--- src/rtl/interrupt_sequencer_pkg.sv ---
// Shared definitions for the interrupt sequencer.
//   state_t          : sequencer FSM state encoding
//   VEC_BASE_DEFAULT : default vector table base address
//   VEC_STRIDE       : spacing between consecutive vector entries
//   IRQ_ID_W         : width of the in-service line index
package interrupt_sequencer_pkg;

  typedef enum logic [1:0] {
    ST_IDLE    = 2'b00,
    ST_VECTOR  = 2'b01,
    ST_SERVICE = 2'b10,
    ST_RETURN  = 2'b11
  } state_t;

  localparam logic [7:0] VEC_BASE_DEFAULT = 8'hF0;
  localparam int         VEC_STRIDE       = 2;
  localparam int         IRQ_ID_W         = 2;

endpackage

--- src/rtl/interrupt_sequencer_irq_priority_enc.sv ---
// Fixed-priority encoder: index 0 is the highest priority.
//   i_req   : qualified requests (pending & ~mask)
//   o_valid : at least one request present
//   o_idx   : lowest set index (0 when none)
module irq_priority_enc
  import interrupt_sequencer_pkg::*;
#(
  parameter int NUM_IRQ = 4
) (
  input  logic [NUM_IRQ-1:0]  i_req,
  output logic                o_valid,
  output logic [IRQ_ID_W-1:0] o_idx
);

  // NOTE: every signal written in always_comb gets a default first, so no
  // path through the block leaves it unassigned and no latch is inferred.
  always_comb begin
    o_valid = 1'b0;
    o_idx   = '0;
    // Scan from the top down so the lowest set index is the last one written.
    for (int i = NUM_IRQ - 1; i >= 0; i--) begin
      if (i_req[i]) begin
        o_valid = 1'b1;
        o_idx   = IRQ_ID_W'(i);
      end
    end
  end

endmodule

--- src/rtl/interrupt_sequencer.sv ---
// Vectored interrupt sequencer for the 8-bit MIPS core.
// Edge-detects request lines into a pending register, masks and prioritises
// them, forces a one-cycle jump to the vector, and on reti forces a one-cycle
// jump back while strobing the saved flags out. No nesting.
//   clk, reset      : clock, asynchronous active-low reset
//   irq_req         : raw request levels, rising edge posts a request
//   mask_wr/data    : mask register write (bit=1 disables the line)
//   current_address : next fetch address, saved as the return address
//   flag_ex         : live flags, snapshotted at vector time
//   reti            : return-from-interrupt pulse (honoured in SERVICE only)
//   pc_mux_sel      : PC takes jmp_loc this cycle
//   jmp_loc         : vector address or return address
//   flag_restore    : one-cycle strobe qualifying flag_out
//   flag_out        : saved flags
//   int_active      : an interrupt is in service
//   irq_id          : index of the in-service line
module interrupt_sequencer
  import interrupt_sequencer_pkg::*;
#(
  parameter int                NUM_IRQ  = 4,
  parameter int                ADDR_W   = 8,
  parameter int                FLAG_W   = 4,
  parameter logic [ADDR_W-1:0] VEC_BASE = ADDR_W'(VEC_BASE_DEFAULT)
) (
  input  logic                clk,
  input  logic                reset,
  input  logic [NUM_IRQ-1:0]  irq_req,
  input  logic                mask_wr,
  input  logic [NUM_IRQ-1:0]  mask_data,
  input  logic [ADDR_W-1:0]   current_address,
  input  logic [FLAG_W-1:0]   flag_ex,
  input  logic                reti,
  output logic                pc_mux_sel,
  output logic [ADDR_W-1:0]   jmp_loc,
  output logic                flag_restore,
  output logic [FLAG_W-1:0]   flag_out,
  output logic                int_active,
  output logic [IRQ_ID_W-1:0] irq_id
);

  state_t              r_state;
  state_t              w_next_state;
  logic [NUM_IRQ-1:0]  r_prev;
  logic [NUM_IRQ-1:0]  r_pending;
  logic [NUM_IRQ-1:0]  r_mask;
  logic [ADDR_W-1:0]   r_saved_addr;
  logic [FLAG_W-1:0]   r_saved_flags;
  logic [FLAG_W-1:0]   r_flag_out;
  logic [IRQ_ID_W-1:0] r_irq_id;

  logic                w_valid;
  logic [IRQ_ID_W-1:0] w_idx;
  logic                w_take;
  logic [NUM_IRQ-1:0]  w_rise;
  logic [NUM_IRQ-1:0]  w_clr;
  logic [ADDR_W-1:0]   w_vec;

  // Arbitration sees the mask as it was before any write on this edge.
  irq_priority_enc #(.NUM_IRQ(NUM_IRQ)) u_prio (
    .i_req   (r_pending & ~r_mask),
    .o_valid (w_valid),
    .o_idx   (w_idx)
  );

  assign w_take = (r_state == ST_IDLE) && w_valid;
  assign w_rise = irq_req & ~r_prev;
  assign w_clr  = w_take ? (NUM_IRQ'(1) << w_idx) : '0;
  assign w_vec  = VEC_BASE + ADDR_W'(r_irq_id) * ADDR_W'(VEC_STRIDE);

  // NOTE: state registers use non-blocking assignments so every flop samples
  // pre-edge values regardless of the order the blocks are evaluated in.
  always_ff @(posedge clk or negedge reset) begin
    if (!reset) r_state <= ST_IDLE;
    else        r_state <= w_next_state;
  end

  always_comb begin
    w_next_state = r_state;
    unique case (r_state)
      ST_IDLE:    if (w_valid) w_next_state = ST_VECTOR;
      ST_VECTOR:  w_next_state = ST_SERVICE;
      ST_SERVICE: if (reti) w_next_state = ST_RETURN;
      ST_RETURN:  w_next_state = ST_IDLE;
      default:    w_next_state = ST_IDLE;
    endcase
  end

  always_ff @(posedge clk or negedge reset) begin
    if (!reset) begin
      r_prev        <= '0;
      r_pending     <= '0;
      r_mask        <= '1;
      r_saved_addr  <= '0;
      r_saved_flags <= '0;
      r_flag_out    <= '0;
      r_irq_id      <= '0;
    end else begin
      r_prev    <= irq_req;
      // A new edge on the line being vectored survives the clear.
      r_pending <= (r_pending & ~w_clr) | w_rise;
      if (mask_wr) r_mask <= mask_data;
      if (w_take) begin
        r_saved_addr  <= current_address;
        r_saved_flags <= flag_ex;
        r_irq_id      <= w_idx;
      end
      // flag_out only changes on entry to RETURN and holds afterwards.
      if (r_state == ST_SERVICE && reti) r_flag_out <= r_saved_flags;
    end
  end

  // Outputs are decoded from registered state only.
  always_comb begin
    pc_mux_sel   = 1'b0;
    jmp_loc      = '0;
    flag_restore = 1'b0;
    int_active   = (r_state != ST_IDLE);
    case (r_state)
      ST_VECTOR: begin
        pc_mux_sel = 1'b1;
        jmp_loc    = w_vec;
      end
      ST_RETURN: begin
        pc_mux_sel   = 1'b1;
        jmp_loc      = r_saved_addr;
        flag_restore = 1'b1;
      end
      default: ;
    endcase
  end

  assign flag_out = r_flag_out;
  assign irq_id   = r_irq_id;

endmodule

--- config.mk ---
export PLATFORM = sky130hd
export DESIGN_NAME = interrupt_sequencer
export DESIGN_NICKNAME = d
export VERILOG_FILES = /design/src/rtl/interrupt_sequencer_pkg.sv /design/src/rtl/interrupt_sequencer_irq_priority_enc.sv /design/src/rtl/interrupt_sequencer.sv
export SDC_FILE = /design/constraint.sdc
export NUM_CORES = 1
export LEC_CHECK = 0
export ABC_AREA = 1
export CAP_MARGIN = 0
export CORE_MARGIN = 4
export CORE_UTILIZATION = 45
export DETAILED_ROUTE_END_ITERATION = 7
export PLACE_DENSITY = 0.76
export SYNTH_ARGS = -nofsm -noshare
export SYNTH_HDL_FRONTEND = slang
export SYNTH_SLANG_ARGS = --single-unit
--- constraint.sdc ---
create_clock -name clk -period 1.6 [get_ports clk]
set_input_delay 0.48 -clock clk [delete_from_list [all_inputs] [get_ports clk]]
set_output_delay 0.48 -clock clk [all_outputs]
set_load 0.01 [all_outputs]
## Word-level counts from Yosys, hierarchy flattened

Index checks and enable logic that the tools add are counted.

- Add/subtract/negate cells: 1
- Eq/ne operators: 5
- Shifts and indexed selects: 1
- Mux-type cells: 15
- Bitwise operators: 7
- Reductions and logical operators: 6

Operators with widths:

| cell | count |
|---|---|
| $pmux W8 S2 | 1 |
| $and A4 B4 Y4 | 3 |
| $mux W2 | 6 |
| $not A4 Y4 | 3 |
| $pmux W2 S4 | 1 |
| $add A5 B4 Y6 const A | 1 |
| $mux W1 | 6 |
| $eq A2 B2 Y1 const B | 2 |
| $mux W4 | 1 |
| $ne A2 B2 Y1 const B | 2 |
| $or A4 B4 Y4 | 1 |
| $shl A1 B2 Y4 const A | 1 |
| $eq A2 B1 Y1 const B | 1 |
| $logic_and A1 B1 Y1 | 2 |
| $logic_not A2 Y1 | 1 |
| $reduce_and A2 Y1 | 1 |
| $reduce_bool A2 Y1 | 1 |
| $reduce_or A2 Y1 | 1 |

- Register bits: 32
- Input port bits: 24
- Output and inout port bits: 17

## Logic depth before layout (Yosys ltp)

- Word-level depth: 11
- Gate-level depth with buffers: 9
- Depth with buffers taken out: 8

## Cells and area by module

Synthesis repeated with hierarchy kept, for this count alone.

- Cells, all modules: 181
- Area, all modules: 1455.1 um^2

Modules (own cells, without submodules):

| module | times used | cells each | area an instance (um^2) |
|---|---|---|---|
| interrupt_sequencer | 1 | 173 | 1418.9 |
| irq_priority_enc | 1 | 8 | 36.3 |

## Worst setup path after synthesis

OpenSTA, ideal clock, no wires.

- Path kind: flip-flop to output port
- Start point: register r_state[0]
- End point: output port pc_mux_sel
- Arrival: 1.128 ns
- Data required time: 1.120 ns
- Setup slack: -0.008 ns
- Cell stages (with the launch flop): 4
- Path buffers: 1
- Path through: dfrtp_1 ha_1 clkbuf_1 or2_2

- Word-level cells in the longest chain between the ends: 3

Ends and longest elaborated chain:

| item | RTL line | source |
|---|---|---|
| start, declared | interrupt_sequencer.sv:41 | `state_t r_state;` |
| start signal, assigned | interrupt_sequencer.sv:74 | `else r_state <= w_next_state;` |
| $eq A2 B2 Y1 or $eq A2 B1 Y1 (tied branches) | interrupt_sequencer.sv:118 | `case (r_state)` |
| $reduce_or A2 Y1 (no line) * | - |  |
| $mux W1 * | interrupt_sequencer.sv:118 |  |
| end, declared | interrupt_sequencer.sv:33 | `output logic pc_mux_sel,` |

Every way passes the cells marked *; elsewhere a longest branch is shown, timed or not.

## Worst setup path after layout

- Start point: register r_state[0]
- End point: output port jmp_loc[4]

- Word-level cells in the longest chain between the ends: 2

Ends and longest elaborated chain:

| item | RTL line | source |
|---|---|---|
| $eq A2 B2 Y1 or $eq A2 B1 Y1 (tied branches) | interrupt_sequencer.sv:118 |  |
| $pmux W8 S2 * | interrupt_sequencer.sv:118 |  |
| end, declared | interrupt_sequencer.sv:34 | `output logic [ADDR_W-1:0] jmp_loc,` |

Marks and branches as above.

==> metrics list <==
- Buffers inserted during clock tree synthesis total 5.
* Most common cell after layout, fill and taps aside: nand2_1
- The final count of hold timing violations came to 0.
- DRT iter0 DRCs: 63
* Max Cap Violations: 0
* Maximum number of buffers from clock root to sink: 2
- The floorplan has 20 rows.
- Violated checks: setup timing
* Global-route track usage on met1: 0.189
- The net count of the finished layout is approximately 260.
- Input and output buffers added on the ports amount to 40.
- Total Negative Setup Slacks: -2.60 ns
- Summed area of non-filler cells in the final layout: 2160 sq um
- Following the worst setup path forward leads to its endpoint at jmp_loc[4].
* Class of the worst hold path: reg2reg
- Leakage power figure: approximately 1.1 nW
- Slew headroom: 0.828
* Remaining global-route overflow: 0
- Setup Crit Path Kind: reg2out
* H-tree levels: 2
* Final min period: 1.90 ns
* Required time of the worst setup path: 1.12 ns
* Count of antenna-violating nets left after detailed routing: 0
- The slowest stage of the critical path belongs to the cell dfrtp_2.
- The mapped netlist covers roughly 1400 sq um.
- Status: complete, but fails checks
* Global-route usage over all layers: 0.173
- The number of global-route vias before repair came to 1288.
* Die Ht: 64.7 microns
* Pin count of the biggest net entering global routing: 33
- The worst register-to-register path ends at r_saved_addr[4]$_DFFE_PN0P_.
* Ratio of routed vias to standard cells: 4.59
- Initial antenna violation count: 0
- Ports placed on the boundary: between 40 and 50
- Startpoint of the worst register-to-register path: r_state[1]$_DFFE_PN0P_
- The worst-case IR drop observed on VDD is between 0.8 and 0.9 mV.
- Summed over all layers, the routed wires come to 3250 microns.
- Setup violations remaining at the end of the flow were counted as 20.
* Iteration count of the initial detailed-routing pass: 4
- The die is about 65 microns wide.
- Clock tree synthesis found a total of 32 sinks.
- Area enclosed by the die boundary: 4190 sq um
* Max-slew violation count: 0
- For this configuration, the core starts out at a cell density of 0.471.
- In this run the clock root is driven by a clkbuf_4.
- In the routed design, unresolved DRC markers number 0.
* Fraction of layout instances using a drive strength above 1: 0.273
- Weighted congestion at the end of routability-driven global placement: 0.790
- Counting flops and latches in the post-synthesis netlist gives 32.
* Layout Utilization: 0.703
- Dividing the detail-routed wire length by the instance count gives 11.8 microns.
* Clock network latency to the later pin of the worst-skew pair: around 0.33 ns
- Instance area at placement: roughly 2000 sq um
- Setup slack of the worst register-to-register path: -0.03 ns
- Sequential cell area fraction in the yosys report: 0.556
* Area growth from synthesis to layout: 49.4%
* Critical path startpoint category: flip-flop
- Tracing the worst setup path back leads to its startpoint at r_state[0]$_DFFE_PN0P_.
* Critical Path Sink Type: output pin
* Number of diodes added for antenna fixing: 0
* Warnings from Yosys: 0
* GR Util met2: 0.304
- Area of the core: slightly above 3000 sq um
- Walking the worst path, the cells encountered are ha_4 -> buf_6 -> buf_6 -> nand2_2 -> nand2_1 -> buf_2.
- The first global-routing pass estimated between 5000 and 6000 microns of wire.
- GR met3 Demand/Resource: 0.0607
- The most numerous cell type found on the critical path is buf_6.
- Data on the critical path arrives at its endpoint at roughly 1.4 ns.
- RSZ-0062 raised after global routing: true
- In this run the worst path has a maximum fanout of 4.
- Final setup slack of the worst path: -0.297 ns
- Busiest layer in global routing: met2
- DR vias: about 1.3k
* Timing-limited maximum frequency: 527 MHz
* Clock slew at reported path FFs: 0.08 ns
* Clock tree from TritonCTS: yes
- Total power: 3.96 mW
- Across the routed clock network, the largest skew measured is 0.0108 ns.
- In the layout the commonest cells are nand2_1, dfrtp_1, clkdlybuf4s50_1.
- The cell count after synthesis came out at 168.
- Syn nets: around 200
- Dividing total power by cell area gives a power density of 1830 nW/um^2.
- Post-detailed-placement half-perimeter wirelength: 2400 microns
* Avg Synthesized Cell Area: 8.62 sq um
* Distinct cells, synth: 19
- The number of cells on the worst reg-to-reg path is 11.
- Final worst path period share: 1.19
* Pin slew with the least headroom to its limit: 0.257 ns
- Largest stage delay on the critical path: approximately 0.45 ns
## report_power, final
group,internal [mW],leakage (nW),switching [mW]
logic,1.04,0.714,1.03
clock network,0.327,0.0422,0.262
registers,1.12,0.374,0.176
total,2.49,1.13,1.47
## state kept, by name, summed over array words and instances, names as in the netlist
signal         count
r_state            2
flag_out           4
r_saved_addr       8
r_pending          4
r_saved_flags      4
r_prev             4
r_mask             4
irq_id             2
## how the worst min path moves through the flow
stage	start	endpoint	cells after the start
global route	r_prev[0]$_DFF_PN0_	r_pending[0]$_DFF_PN0_	1
detailed placement	r_prev[1]$_DFF_PN0_	r_pending[1]$_DFF_PN0_	1
finish	r_prev[1]$_DFF_PN0_	r_pending[1]$_DFF_PN0_	1
global placement	r_prev[2]$_DFF_PN0_	r_pending[2]$_DFF_PN0_	1
floorplan	reset	flag_out[0]$_DFFE_PN0P_	0
CTS	r_prev[1]$_DFF_PN0_	r_pending[1]$_DFF_PN0_	1
## per-layer routing
| metal | vias to the layer above | part of all wire |
|---|---|---|
| li1 | 635 | - |
| met1 | 581 | 0.41 |
| met2 | 40 | 0.50 |
| met3 | 5 | 0.078 |
| met4 | 0 | 0.012 |
| met5 | - | 0 |
## worst max-delay path, delay by kind of cell, from the launching register on
kind / cells / cell delay, ns
fa+ha+maj: 1 / 0.19
flops: 1 / 0.45
simple gates: 2 / 0.09
buf+inv: 3 / 0.36
## cells by family (layout without fill, tap and decap cells)
family | Yosys count | after routing | share of synthesized area
buffers and inverters | 29 | 92 | 0.0846
adders and majority gates | 5 | 5 | 0.0432
and+or+nand+nor | 83 | 83 | 0.245
DFF | 32 | 32 | 0.556
AOI/OAI and AO/OA | 19 | 19 | 0.0708
## final cells by class
type,count,area [sq um]
Fill cell,254,913
Clock buffer,6,41.3
Clock inverter,2,35.0
Timing Repair Buffer,58,549
Tap cell,44,55.1
Sequential cell,32,808
Multi-Input combinational cell,107,568
Inverter,26,108
## metrics by stage
stage               setup WS [ns]  instances  hold slack (ns)
finish                     -0.297        275            0.423
global route               -0.363        275            0.463
CTS                        -0.305        274            0.430
detailed placement         -0.359        262            0.419
global placement           -0.287        262            0.404
floorplan                  0.0165        168            0.184
## Yosys cell counts (all sizes together)
library cell,instances,area share
nor2,2,0.016
ha,5,0.043
nand4,3,0.013
buf,2,0.011
dfstp,4,0.073
dfrtp,28,0.48
a22o,1,0.0060
nand3,3,0.010
o21ai,17,0.061
inv,26,0.071
nand2,73,0.20
clkbuf,1,0.0026
a21oi,1,0.0035
or2,2,0.0086
## what timing repair did
item,in CTS,in global routing
buffers inserted,5,1
endpoints found under the hold margin,0,0
endpoints found under the setup margin,17,25
gates resized for setup,76,4
pin swaps,4,0
hold buffers,0,0
(Power assumes the default switching activity.)
==> edit 1: new RTL, same settings <==
The parameter `ADDR_W` goes from 8 to 9.
--- a/src/rtl/interrupt_sequencer.sv
+++ b/src/rtl/interrupt_sequencer.sv
@@ -20,3 +20,3 @@
   parameter int                NUM_IRQ  = 4,
-  parameter int                ADDR_W   = 8,
+  parameter int                ADDR_W   = 9,
   parameter int                FLAG_W   = 4,
Ports: changed (resized current_address and jmp_loc); port bits go from 41 to 43. No check against the original RTL was run, so the function may have changed too.
==> edit 1 against the unedited design <==
  * The run still ends with negative setup slack left
  * First-iteration DRC count up 16%
  * Critical endpoint is now pc_mux_sel
  * Synthesized area up 2.6%
  * Routed wire length is 11% higher
  * Highest routed layer unchanged
  * Setup slack got worse by 0.018 ns
  * Global-route usage grew 0.37 points
  * Sequential cell count is 1 higher
  * Power rose by 2.6%
  * Sequential power is 4% higher
  * Fmax fell by 0.92%
  * Design area grew 1.7%
==> edit 1: results (changes against the unedited design) <==
\begin{tabular}{lr}
\hline
Metric & Value \\
\hline
\multicolumn{2}{l}{\textbf{Place}} \\
\quad Port bufs & 42 (was 40) \\
\quad Minimum setup slack after placement & -0.330 ns (was -0.359 ns) \\
\quad GPL Wtd Cong & 0.812 (was 0.790) \\
\quad Placed inst area & 2030 sq um (was 2010 sq um) \\
\quad Post-detail-place hpwl & 2.49 mm (was 2.40 mm) \\
\multicolumn{2}{l}{\textbf{CTS}} \\
\quad Worst-path clk slew & 0.11 ns (was 0.08 ns) \\
\multicolumn{2}{l}{\textbf{Drt}} \\
\quad Met2 routed wirelength & 1.86 mm (was 1.64 mm) \\
\quad Total Routed Length & 3.61 mm (was 3.25 mm) \\
\quad Detailed-routed wire length on met3 & 258 um (was 254 um) \\
\multicolumn{2}{l}{\textbf{Worst setup path}} \\
\quad Crit path from & r\_state[1] (was r\_state[0]) \\
\quad Top fanout value on the critical path & 5 (was 4) \\
\quad Worst reg-to-reg setup slack & 0.01 ns (was -0.03 ns) \\
\multicolumn{2}{l}{\textbf{Synthesis}} \\
\quad Complex-gate fraction of the synthesized area & 0.0665 (was 0.0708) \\
\quad Mapped Cells & 174 (was 168) \\
\quad Share of synthesized area occupied by flip-flops and latches & 0.559 (was 0.556) \\
\multicolumn{2}{l}{\textbf{Outcome}} \\
\quad Failing checks & negative setup slack (unchanged) \\
\quad Result of the run & complete, but fails checks (unchanged) \\
\multicolumn{2}{l}{\textbf{Timing}} \\
\quad Setup Viol. Count Final & 12 (was 20) \\
\quad Post-route worst setup slack & -0.315 ns (was -0.297 ns) \\
\quad Skew final & 0.0155 ns (was 0.0108 ns) \\
\quad Post-route worst hold slack & 0.431 ns (was 0.423 ns) \\
\multicolumn{2}{l}{\textbf{GRT}} \\
\quad Pin count of the biggest net entering global routing & 34 (was 33) \\
\quad Vias in the first global route & 1346 (was 1288) \\
\multicolumn{2}{l}{\textbf{Layout}} \\
\quad Filler cell count & 268 (was 254) \\
\multicolumn{2}{l}{\textbf{Power}} \\
\quad Power density over the cells & 1840 nW/um\^{}2 (was 1830 nW/um\^{}2) \\
\quad Leakage power & 1.17 nW (was 1.13 nW) \\
\quad Peak ir drop on the vdd network & 0.000824 V (was 0.000871 V) \\
\hline
\end{tabular}
-- edit 1: cell count changes after synthesis, sizes merged --
cell	change
inv	+1
dfrtp	+1
nand2	+4
-- edit 1: area by class of cell --
cell class	count	area share
clock buffer	6	0.0188
clock inverter	2	0.0159
inverter	27	0.0494
multi-input combinational	111	0.266
sequential	33	0.378
tap	44	0.0250
timing repair buffer	59	0.244
timing repair inverter	1	0.00284
-- edit 1: power by group --
group / total [mW] / switching (mW) / internal [mW]
logic: 2.11 / 1.09 / 1.02
clock network: 0.611 / 0.283 / 0.327
registers: 1.34 / 0.187 / 1.15
total: 4.06 / 1.56 / 2.50
-- edit 1: per-layer routing --
metal | up-vias | track usage
met4 | 0 | 0.0518
li1 | 658 | -
met5 | - | 0
met2 | 48 | 0.307
met3 | 5 | 0.0615
met1 | 635 | 0.204
-- edit 1: timing repair --
item	CTS	global route
endpoints found under the setup margin	18	26
buffers inserted	4	3
cloned	0	1
gates resized for setup	74	11
pin swaps	5	3
==> edit 2: new RTL, same flow settings <==
Without the edit above. Add an input register stage for `irq_req`, `mask_wr`, `mask_data`, `current_address`, `flag_ex` and `reti`, without a reset; this delays them by one clock. Comments in the files are not updated.
--- a/src/rtl/interrupt_sequencer.sv
+++ b/src/rtl/interrupt_sequencer.sv
@@ -40,2 +40,18 @@
 
+  logic [NUM_IRQ-1:0] irq_req_q;
+  logic mask_wr_q;
+  logic [NUM_IRQ-1:0] mask_data_q;
+  logic [ADDR_W-1:0] current_address_q;
+  logic [FLAG_W-1:0] flag_ex_q;
+  logic reti_q;
+
+  always_ff @(posedge clk) begin
+    irq_req_q         <= irq_req;
+    mask_wr_q         <= mask_wr;
+    mask_data_q       <= mask_data;
+    current_address_q <= current_address;
+    flag_ex_q         <= flag_ex;
+    reti_q            <= reti;
+  end
+
   state_t              r_state;
@@ -65,3 +81,3 @@
   assign w_take = (r_state == ST_IDLE) && w_valid;
-  assign w_rise = irq_req & ~r_prev;
+  assign w_rise = irq_req_q & ~r_prev;
   assign w_clr  = w_take ? (NUM_IRQ'(1) << w_idx) : '0;
@@ -81,3 +97,3 @@
       ST_VECTOR:  w_next_state = ST_SERVICE;
-      ST_SERVICE: if (reti) w_next_state = ST_RETURN;
+      ST_SERVICE: if (reti_q) w_next_state = ST_RETURN;
       ST_RETURN:  w_next_state = ST_IDLE;
@@ -97,9 +113,9 @@
     end else begin
-      r_prev    <= irq_req;
+      r_prev    <= irq_req_q;
       // A new edge on the line being vectored survives the clear.
       r_pending <= (r_pending & ~w_clr) | w_rise;
-      if (mask_wr) r_mask <= mask_data;
+      if (mask_wr_q) r_mask <= mask_data_q;
       if (w_take) begin
-        r_saved_addr  <= current_address;
-        r_saved_flags <= flag_ex;
+        r_saved_addr  <= current_address_q;
+        r_saved_flags <= flag_ex_q;
         r_irq_id      <= w_idx;
@@ -107,3 +123,3 @@
       // flag_out only changes on entry to RETURN and holds afterwards.
-      if (r_state == ST_SERVICE && reti) r_flag_out <= r_saved_flags;
+      if (r_state == ST_SERVICE && reti_q) r_flag_out <= r_saved_flags;
     end
Formal check against the unedited RTL: not equivalent (a bounded check fails within 4 cycles, from zero or initial values and one cycle with reset low).
==> edit 2 against the unedited design <==
  * The flow still finishes with violations (negative setup slack)
  * Register-to-register slack improved by 0.08 ns
  * Design area increased by 20%
  * Sequential cell count is 22 higher
  * Non-clock buffer count shrank 5
  * Routed wire length is 7.5% higher
  * Setup slack improved by 0.093 ns
  * Synthesized area up 30%
  * Largest power group unchanged
  * Synthesized cell count rose by 13%
  * Global-route usage down 2.6 points
  * Power increased by 17%
==> edit 2: results (changes against the unedited design) <==
\begin{tabular}{lr}
\hline
Metric & Value \\
\hline
\multicolumn{2}{l}{\textbf{Outcome}} \\
\quad Result of the run & complete, but fails checks (unchanged) \\
\quad Failing checks & negative setup slack (unchanged) \\
\multicolumn{2}{l}{\textbf{Place}} \\
\quad Post-detail-place hpwl & 2.54 mm (was 2.40 mm) \\
\quad GPL Wtd Cong & 0.731 (was 0.790) \\
\quad Minimum setup slack after placement & -0.394 ns (was -0.359 ns) \\
\quad Placed inst area & 2420 sq um (was 2010 sq um) \\
\multicolumn{2}{l}{\textbf{Synthesis}} \\
\quad Synthesized netlist net count & 219 (was 197) \\
\quad Number of distinct library cell variants in the gate-level netlist after synthesis & 20 (was 19) \\
\quad Most frequent cells after synthesis & nand2\_1 (68), dfrtp\_1 (28), inv\_1 (25) (unchanged) \\
\quad Complex-gate fraction of the synthesized area & 0.0543 (was 0.0708) \\
\quad Asr flop ratio synth & 0.593 (was 1.00) \\
\quad Share of synthesized area occupied by flip-flops and latches & 0.660 (was 0.556) \\
\quad Adder-cell area share of the yosys netlist & 0.0331 (was 0.0432) \\
\quad Area contributors post-synth & dfrtp\_1 (37\%), dfxtp\_1 (23\%), nand2\_1 (14\%) (was dfrtp\_1 (48\%), nand2\_1 (18\%), dfstp\_2 (7.3\%)) \\
\multicolumn{2}{l}{\textbf{Timing}} \\
\quad Setup Viol. Count Final & 11 (was 20) \\
\quad Skew final & 0.0101 ns (was 0.0108 ns) \\
\quad Post-route worst setup slack & -0.204 ns (was -0.297 ns) \\
\multicolumn{2}{l}{\textbf{Drt}} \\
\quad Routed via count divided by cell count & 4.51 (was 4.59) \\
\quad Total Routed Length & 3.49 mm (was 3.25 mm) \\
\quad 1st-iter DRT viols & 60 (was 63) \\
\multicolumn{2}{l}{\textbf{Layout}} \\
\quad Filler cell count & 328 (was 254) \\
\quad Share of final-layout standard cells stronger than drive strength 1 & 0.262 (was 0.273) \\
\quad NumNets Final & 276 (was 259) \\
\multicolumn{2}{l}{\textbf{GRT}} \\
\quad GRT Total Usage & 0.147 (was 0.173) \\
\quad Vias in the first global route & 1358 (was 1288) \\
\multicolumn{2}{l}{\textbf{Power}} \\
\quad Peak ir drop on the vdd network & 0.000870 V (was 0.000871 V) \\
\quad Leakage power & 1.29 nW (was 1.13 nW) \\
\multicolumn{2}{l}{\textbf{CTS}} \\
\quad Root Driver & clkbuf\_8 (was clkbuf\_4) \\
\quad Clock Latency Late Sink & 0.30 ns (was 0.33 ns) \\
\multicolumn{2}{l}{\textbf{Worst setup path}} \\
\quad Arrival time of the worst setup path & 1.32 ns (was 1.42 ns) \\
\quad Top fanout value on the critical path & 5 (was 4) \\
\hline
\end{tabular}
==> edit 2: cell types whose count changed in the layout (fill, tap and decap cells not counted), sizes merged <==
| cell | before | now |
|---|---|---|
| buf | 29 | 24 |
| bufinv | 1 | 0 |
| clkbuf | 6 | 8 |
| clkdlybuf4s15 | 1 | 0 |
| clkinv | 1 | 0 |
| dfxtp | 0 | 22 |
| dlygate4sd2 | 5 | 6 |
==> edit 2: layout make-up <==
| cell class | count | area (sq um) | share of cell area |
|---|---|---|---|
| Timing Repair Buffer | 53 | 515 | 0.198 |
| Inverter | 26 | 103 | 0.0395 |
| Tap cell | 50 | 62.6 | 0.0241 |
| Sequential cell | 54 | 1250 | 0.481 |
| Multi-Input combinational cell | 107 | 589 | 0.227 |
| Clock buffer | 8 | 80.1 | 0.0308 |
==> edit 2: repair_timing <==
| action | CTS | global route |
|---|---|---|
| cloned | 0 | 0 |
| pin swaps | 10 | 2 |
| setup buffers | 4 | 1 |
| gates resized for setup | 77 | 10 |
| setup endpoints to repair | 17 | 23 |
==> edit 2: worst paths after layout <==
path	to	slack, ns	depth (start not counted)	start
worst max-delay path	jmp_loc[2]	-0.20	5	r_state[0]
worst min-delay path	r_prev[1]	0.34	0	irq_req_q[1]
worst max register to register	r_saved_addr[7]	0.05	10	r_state[1]
worst min register to register	r_prev[1]	0.34	0	irq_req_q[1]
max in group asynchronous	r_mask[3]	0.82	2	reset
min in group asynchronous	r_prev[1]	0.54	2	reset
==> edit 2: cells by family after synthesis <==
group / Yosys count
AO/OA/AOI/OAI: 19
adder cells (fa/ha/maj): 5
buffers and inverters: 29
flip-flops: 54
AND/OR/NAND/NOR: 83
==> edit 2: layer usage <==
metal,wire length [um],vias to the layer above,GRT usage
met5,0,-,0
met3,142,6,0.0468
met1,1500,621,0.174
li1,-,690,-
met4,64,0,0.0635
met2,1790,26,0.245
==> edit 2: stage by stage <==
stage / TNS (ns) / std cells / util
finish: -1.98 / 298 / 0.645
global route: -2.65 / 298 / 0.645
detailed placement: -3.59 / 286 / 0.602
global placement: -3.07 / 286 / 0.602
floorplan: 0 / 190 / -
CTS: -2.10 / 298 / 0.637
==> edit 2: critical path: cells and delay by family, from the launching register on <==
kind | cells | cell delay (ns)
AO/OA/AOI/OAI | 1 | 0.04
adder cells (fa/ha/maj) | 1 | 0.19
buffers and inverters | 2 | 0.26
flip-flops | 1 | 0.46
AND/OR/NAND/NOR | 1 | 0.06
==> edit 2: power groups by stage <==
stage | logic (mW) | clock network (mW) | registers (mW)
finish | 2.03 | 0.698 | 1.91
floorplan | 0.968 | 0 | 1.88
CTS | 1.96 | 0.723 | 1.90
global route | 2.28 | 0.781 | 1.95
detailed placement | 1.84 | 0 | 1.89
global placement | 1.80 | 0 | 1.87
